File: src/rtl/mouse_pos_ctl.sv
// Mouse position conditioner: clamps the pointer to the screen and debounces buttons into click pulses.
// Optional build macro MOUSE_FRAME_LOCK_EN holds the position stable until the next vblnk rise.
module mouse_pos_ctl #(
    parameter int H_MAX           = 1023,
    parameter int V_MAX           = 767,
    parameter int DEBOUNCE_CYCLES = 65000
) (
    input  logic        clk,
    input  logic        rst,
    input  logic [11:0] mouse_xpos,
    input  logic [11:0] mouse_ypos,
    input  logic        mouse_left,
    input  logic        mouse_right,
    input  logic        vblnk,
    output logic [11:0] mouse_x_pos,
    output logic [11:0] mouse_y_pos,
    output logic        left_click,
    output logic        right_click,
    output logic [11:0] click_x,
    output logic [11:0] click_y
);

    localparam int                CNT_W    = $clog2(DEBOUNCE_CYCLES + 1);
    localparam logic [CNT_W-1:0]  CNT_LAST = CNT_W'(DEBOUNCE_CYCLES - 1);
    localparam logic [11:0]       X_LIM    = 12'(H_MAX);
    localparam logic [11:0]       Y_LIM    = 12'(V_MAX);

    typedef enum logic [1:0] {
        IDLE,
        PRESS_WAIT,
        HELD,
        RELEASE_WAIT
    } db_state_e;

    logic [11:0] cx, cy;
    logic [1:0]  btn_raw;

    logic [1:0]       sync0_q, sync0_d;
    logic [1:0]       sync1_q, sync1_d;
    db_state_e        state_q [2];
    db_state_e        state_d [2];
    logic [CNT_W-1:0] cnt_q   [2];
    logic [CNT_W-1:0] cnt_d   [2];
    logic [1:0]       click_q, click_d;
    logic [11:0]      pos_x_q, pos_x_d;
    logic [11:0]      pos_y_q, pos_y_d;
    logic [11:0]      click_x_q, click_x_d;
    logic [11:0]      click_y_q, click_y_d;

    assign btn_raw = {mouse_right, mouse_left};

    always_comb begin
        cx = (mouse_xpos > X_LIM) ? X_LIM : mouse_xpos;
        cy = (mouse_ypos > Y_LIM) ? Y_LIM : mouse_ypos;
    end

    // Index 0 is the left button, index 1 the right; both share one FSM description.
    always_comb begin
        sync0_d = btn_raw;
        sync1_d = sync0_q;
        click_d = 2'b00;
        for (int b = 0; b < 2; b++) begin
            // NOTE: every combinational output gets a default first so no path leaves it unassigned (no latch).
            state_d[b] = state_q[b];
            cnt_d[b]   = cnt_q[b];
            case (state_q[b])
                IDLE: begin
                    if (sync1_q[b]) begin
                        state_d[b] = PRESS_WAIT;
                        cnt_d[b]   = '0;
                    end
                end
                PRESS_WAIT: begin
                    if (!sync1_q[b]) begin
                        state_d[b] = IDLE;
                    end else if (cnt_q[b] == CNT_LAST) begin
                        state_d[b] = HELD;
                        click_d[b] = 1'b1;
                    end else begin
                        cnt_d[b] = cnt_q[b] + CNT_W'(1);
                    end
                end
                HELD: begin
                    if (!sync1_q[b]) begin
                        state_d[b] = RELEASE_WAIT;
                        cnt_d[b]   = '0;
                    end
                end
                RELEASE_WAIT: begin
                    if (sync1_q[b]) begin
                        state_d[b] = HELD;
                    end else if (cnt_q[b] == CNT_LAST) begin
                        state_d[b] = IDLE;
                    end else begin
                        cnt_d[b] = cnt_q[b] + CNT_W'(1);
                    end
                end
                default: state_d[b] = IDLE;
            endcase
        end
        click_x_d = (|click_d) ? cx : click_x_q;
        click_y_d = (|click_d) ? cy : click_y_q;
    end

`ifdef MOUSE_FRAME_LOCK_EN
    // vblnk_prev_q is the registered vblnk (vblnk_d); position loads only on its rising edge.
    logic vblnk_prev_q, vblnk_prev_d;
    logic frame_edge;

    always_comb begin
        vblnk_prev_d = vblnk;
        frame_edge   = vblnk & ~vblnk_prev_q;
        pos_x_d      = frame_edge ? cx : pos_x_q;
        pos_y_d      = frame_edge ? cy : pos_y_q;
    end

    always_ff @(posedge clk) begin
        if (!rst) begin
            vblnk_prev_q <= 1'b0;
        end else begin
            vblnk_prev_q <= vblnk_prev_d;
        end
    end
`else
    logic unused_vblnk;
    assign unused_vblnk = vblnk;

    always_comb begin
        pos_x_d = cx;
        pos_y_d = cy;
    end
`endif

    // NOTE: state uses non-blocking assignments only; reset is synchronous and sampled on the clock edge.
    always_ff @(posedge clk) begin
        if (!rst) begin
            sync0_q   <= 2'b00;
            sync1_q   <= 2'b00;
            click_q   <= 2'b00;
            pos_x_q   <= '0;
            pos_y_q   <= '0;
            click_x_q <= '0;
            click_y_q <= '0;
            for (int b = 0; b < 2; b++) begin
                state_q[b] <= IDLE;
                cnt_q[b]   <= '0;
            end
        end else begin
            sync0_q   <= sync0_d;
            sync1_q   <= sync1_d;
            click_q   <= click_d;
            pos_x_q   <= pos_x_d;
            pos_y_q   <= pos_y_d;
            click_x_q <= click_x_d;
            click_y_q <= click_y_d;
            for (int b = 0; b < 2; b++) begin
                state_q[b] <= state_d[b];
                cnt_q[b]   <= cnt_d[b];
            end
        end
    end

    assign mouse_x_pos = pos_x_q;
    assign mouse_y_pos = pos_y_q;
    assign left_click  = click_q[0];
    assign right_click = click_q[1];
    assign click_x     = click_x_q;
    assign click_y     = click_y_q;

endmodule

File: config.mk
export PLATFORM = sky130hd
export DESIGN_NAME = mouse_pos_ctl
export DESIGN_NICKNAME = d
export VERILOG_FILES = /design/src/rtl/mouse_pos_ctl.sv
export SDC_FILE = /design/constraint.sdc
export NUM_CORES = 1
export LEC_CHECK = 0
export CORE_AREA = 2 2 112 87
export CTS_BUF_LIST = sky130_fd_sc_hd__clkbuf_8
export CTS_CLUSTER_DIAMETER = 50
export DETAILED_ROUTE_END_ITERATION = 6
export DIE_AREA = 0 0 114 89
export GPL_TIMING_DRIVEN = 0
export PLACE_DENSITY = 0.7
export SLEW_MARGIN = 40
export SYNTH_ARGS = -nofsm -noshare
export SYNTH_HDL_FRONTEND = slang
export SYNTH_SLANG_ARGS = --single-unit
export TNS_END_PERCENT = 5
File: constraint.sdc
create_clock -name clk -period 5 [get_ports clk]
set_clock_uncertainty 0.2 [all_clocks]
set_input_delay 1.25 -clock clk [delete_from_list [all_inputs] [get_ports clk]]
set_output_delay 1.25 -clock clk [all_outputs]
set_load 0.02 [all_outputs]
==> impl_metrics.env <==
export IMPL_grt_pass1_wl_um=15770
export IMPL_fillCellCount=795
export IMPL_dpl_cell_count=600
export IMPL_via_count=3327
export IMPL_cts_resized=0
export IMPL_outcome="finished, final reports clean"
export IMPL_die_area_um2=10150
export IMPL_fp_dieH_um=89
export IMPL_switchingPower_mw=0.3772
export IMPL_cp_arrival_ns=3.08
export IMPL_tightest_slew_ns=0.7120
export IMPL_yosys_warning_total=0
export IMPL_synth_edf_count=0
export IMPL_first_global_vias=3234
export IMPL_ctsHtreeMaxLevel=3
export IMPL_post_layout_nonfiller_instances=616
export IMPL_async_flop_share=0
export IMPL_coreArea_um2=8934
export IMPL_clock_insertion_delay_worst_skew_ns=0.36
export IMPL_overflow=0
export IMPL_synthesized_instance_count=408
export IMPL_wirelength_um=9561
export IMPL_cts_root_buffer="clkbuf_8"
export IMPL_power_frac_clock=0.369
export IMPL_cts_sinks=90
export IMPL_cts_clk_slew_worst_paths_ns=0.09
export IMPL_ant_nets=0
export IMPL_max_clock_freq_mhz=335.3
export IMPL_grt_util_all_layers=0.1986
export IMPL_drc=0
export IMPL_relSlewSlack=0.5203
export IMPL_cts_root_to_sink_buffers=2
export IMPL_worstPathMaxFanout=10
export IMPL_final_max_slew_viol_count=0
export IMPL_cts_buffers_inserted=9
export IMPL_antenna_found_initial=0
export IMPL_power_density_cell_area_nw_per_um2=276.8
export IMPL_swShare=0.2664
export IMPL_crit_required_ns=5.10
export IMPL_gpl_final_weighted_congestion=0.8907
export IMPL_ys_seq_area_frac=0.4518
export IMPL_grt_max_degree=18
export IMPL_holdBufCountCts=0
export IMPL_fp_dieW_um=114
export IMPL_n_antenna_cell=0
export IMPL_start_util=0.4464
export IMPL_dp_hpwl_um=6899
export IMPL_vias_per_cell=5.401
export IMPL_synth_ff_latch_count=90
export IMPL_worstHoldPathType="reg2reg"
export IMPL_cellInternalPower_mw=1.039
export IMPL_final_min_period_over_clock_period=0.5964
export IMPL_timing_critical_path_to_type="register"
export IMPL_grt_setup_unrepaired="false"
export IMPL_drive_above_1_share=0.1508
export IMPL_post_cts_setup_buffers=0
export IMPL_max_cap_violations=0
export IMPL_port_buffer_count=77
export IMPL_cts_tree="done"
export IMPL_worst_setup_path_start_kind="input port"
export IMPL_number_of_placement_rows=30
export IMPL_dominantRegCellSynth="dfxtp_1"
export IMPL_synth_distinct_cells=62
export IMPL_routed_wire_length_per_instance_um=15.52
export IMPL_final_setup_tns_ns=0
export IMPL_irDropWorstVdd_uv=214.5
export IMPL_ioPinCount=79
export IMPL_leakage_dissipation_nw=1.910
export IMPL_final_hold_viol_count=0
export IMPL_share_seq_of_total_power=0.523
export IMPL_synth_avg_cell_area_um2=9.773
export IMPL_final_setup_viol_count=0
export IMPL_layout_overhead_on_the_synthesized_area_pct=28.30
export IMPL_first_pass_iters=5
export IMPL_layout_min_cycle_time_ns=2.982
export IMPL_drt_iter0_drc=165
export IMPL_synth_cell_area_um2=3988
export IMPL_critPathKind="in2reg"
export IMPL_finalNetCount=533
export IMPL_p_comb_frac=0.108
[cells in the final DEF (no fill, tap or decap), types with 4 or more instances in the layout]
master | netlist | routed
mux2_4 | 16 | 16
o21ai_0 | 12 | 12
or4_1 | 10 | 10
nand3_1 | 14 | 14
conb_1 | 1 | 4
clkdlybuf4s50_1 | 0 | 77
and2_2 | 8 | 8
or3_1 | 8 | 8
clkbuf_1 | 13 | 13
xnor2_1 | 6 | 6
ha_1 | 5 | 5
mux2i_1 | 8 | 8
clkbuf_8 | 1 | 10
nand2_1 | 14 | 14
dfxtp_1 | 90 | 90
o31ai_1 | 9 | 9
and2_1 | 16 | 16
mux2_2 | 5 | 5
nor4_1 | 5 | 5
nor2_1 | 53 | 53
a21oi_1 | 19 | 19
or2_2 | 5 | 5
and3_1 | 6 | 6
buf_2 | 4 | 4
nor3_1 | 6 | 6
inv_1 | 12 | 12
o211ai_1 | 11 | 11
nor4b_1 | 4 | 4
nand4_1 | 5 | 5
[metal layers]
metal / up-vias / wire [um] / track usage
met5: - / 0 / 0
met4: 0 / 94 / 0.05211
met3: 7 / 998 / 0.1017
met2: 121 / 4199 / 0.3036
met1: 1549 / 4268 / 0.2499
li1: 1650 / - / -
[final cells by class]
| cell class | instances | area, um^2 | share of cell area |
|---|---|---|---|
| clock inverter | 7 | 82.58 | 0.01614 |
| buffer | 23 | 128.9 | 0.02519 |
| tap | 112 | 140.1 | 0.02739 |
| sequential | 90 | 1802 | 0.3522 |
| inverter | 13 | 48.80 | 0.009538 |
| timing repair buffer | 77 | 770.7 | 0.1506 |
| multi-input combinational | 285 | 2019 | 0.3947 |
| clock buffer | 9 | 123.9 | 0.02421 |
[through the flow]
step	instance area [um^2]	total power, mW	utilization	setup WS, ns	hold slack [ns]
detailed placement	4910	0.9102	0.5496	1.580	0.2231
finish	5116	1.416	0.5727	2.018	0.2406
global route	5116	1.478	0.5727	1.745	0.2701
CTS	5116	1.428	0.5727	1.990	0.2442
floorplan	3999	0.8398	-	2.562	0.2119
global placement	4910	0.9064	0.5496	1.602	0.2141
[synth_stat cells, types with 2 or more instances]
library cell	count	share of area
xnor2_1	6	0.013
or4_1	10	0.019
nand4_1	5	0.0078
and4_1	2	0.0044
nand2_1	14	0.013
or3_1	8	0.013
and3_1	6	0.0094
nor4b_1	4	0.0088
o31ai_1	9	0.017
nor2_1	53	0.050
a211o_1	2	0.0044
nor4_1	5	0.0078
a21oi_1	19	0.024
o211ai_1	11	0.021
o21ai_0	12	0.015
mux2_4	16	0.060
mux2_2	5	0.014
ha_1	5	0.016
nand3_1	14	0.018
and2_2	8	0.015
nor4_4	2	0.011
nor3_1	6	0.0075
or2_2	5	0.0078
dfxtp_1	90	0.45
clkbuf_1	13	0.012
a41oi_1	3	0.0066
and2_1	16	0.025
inv_1	12	0.011
buf_2	4	0.0050
mux2i_1	8	0.020
buf_6	3	0.0085
o21a_1	2	0.0038
[state kept, by name, indices dropped and copies added, names as in the netlist, named ones only]
register,cells
click_y,12
state_q,2
mouse_y_pos,12
sync1_q,2
click_x,12
cnt_q,32
sync0_q,2
mouse_x_pos,12
click_q,2
[logic make-up (layout without fill, tap and decap cells)]
family          after synthesis  count (layout)  share of synthesized area
fa+ha+maj                     5               5                    0.01569
simple gates                172             172                     0.2586
other cells                   1               4                  0.0009404
mux                          29              29                    0.09445
flops                        90              90                     0.4518
compound gates               69              69                     0.1208
xor+xnor                      6               6                    0.01318
buf+inv                      36             129                    0.04455
[power by group through the flow]
stage          logic, mW  registers (mW)  clock network [mW]
3_5_place_dp       0.154           0.757                   0
6_report           0.153           0.740               0.523
2_1_floorplan     0.0689           0.771                   0
5_1_grt            0.169           0.742               0.567
3_3_place_gp       0.150           0.756                   0
4_1_cts            0.154           0.740               0.533
[path summary, 6_finish.rpt]
path,startpoint,to,slack [ns],depth (start not counted)
worst max-delay path,rst,cnt_q[0][11],2.02,5
worst max register to register,state_q[0][2],cnt_q[0][29],2.29,8
worst min-delay path,sync0_q[1],sync1_q[1],0.24,1
worst min register to register,sync0_q[1],sync1_q[1],0.24,1
[critical path, stage by stage]
cell	delay [ns]
clkdlybuf4s50_1	0.57
clkbuf_1	0.36
o21ai_0	0.38
clkbuf_1	0.33
a21oi_1	0.18
Power figures use the tool's default switching activity.
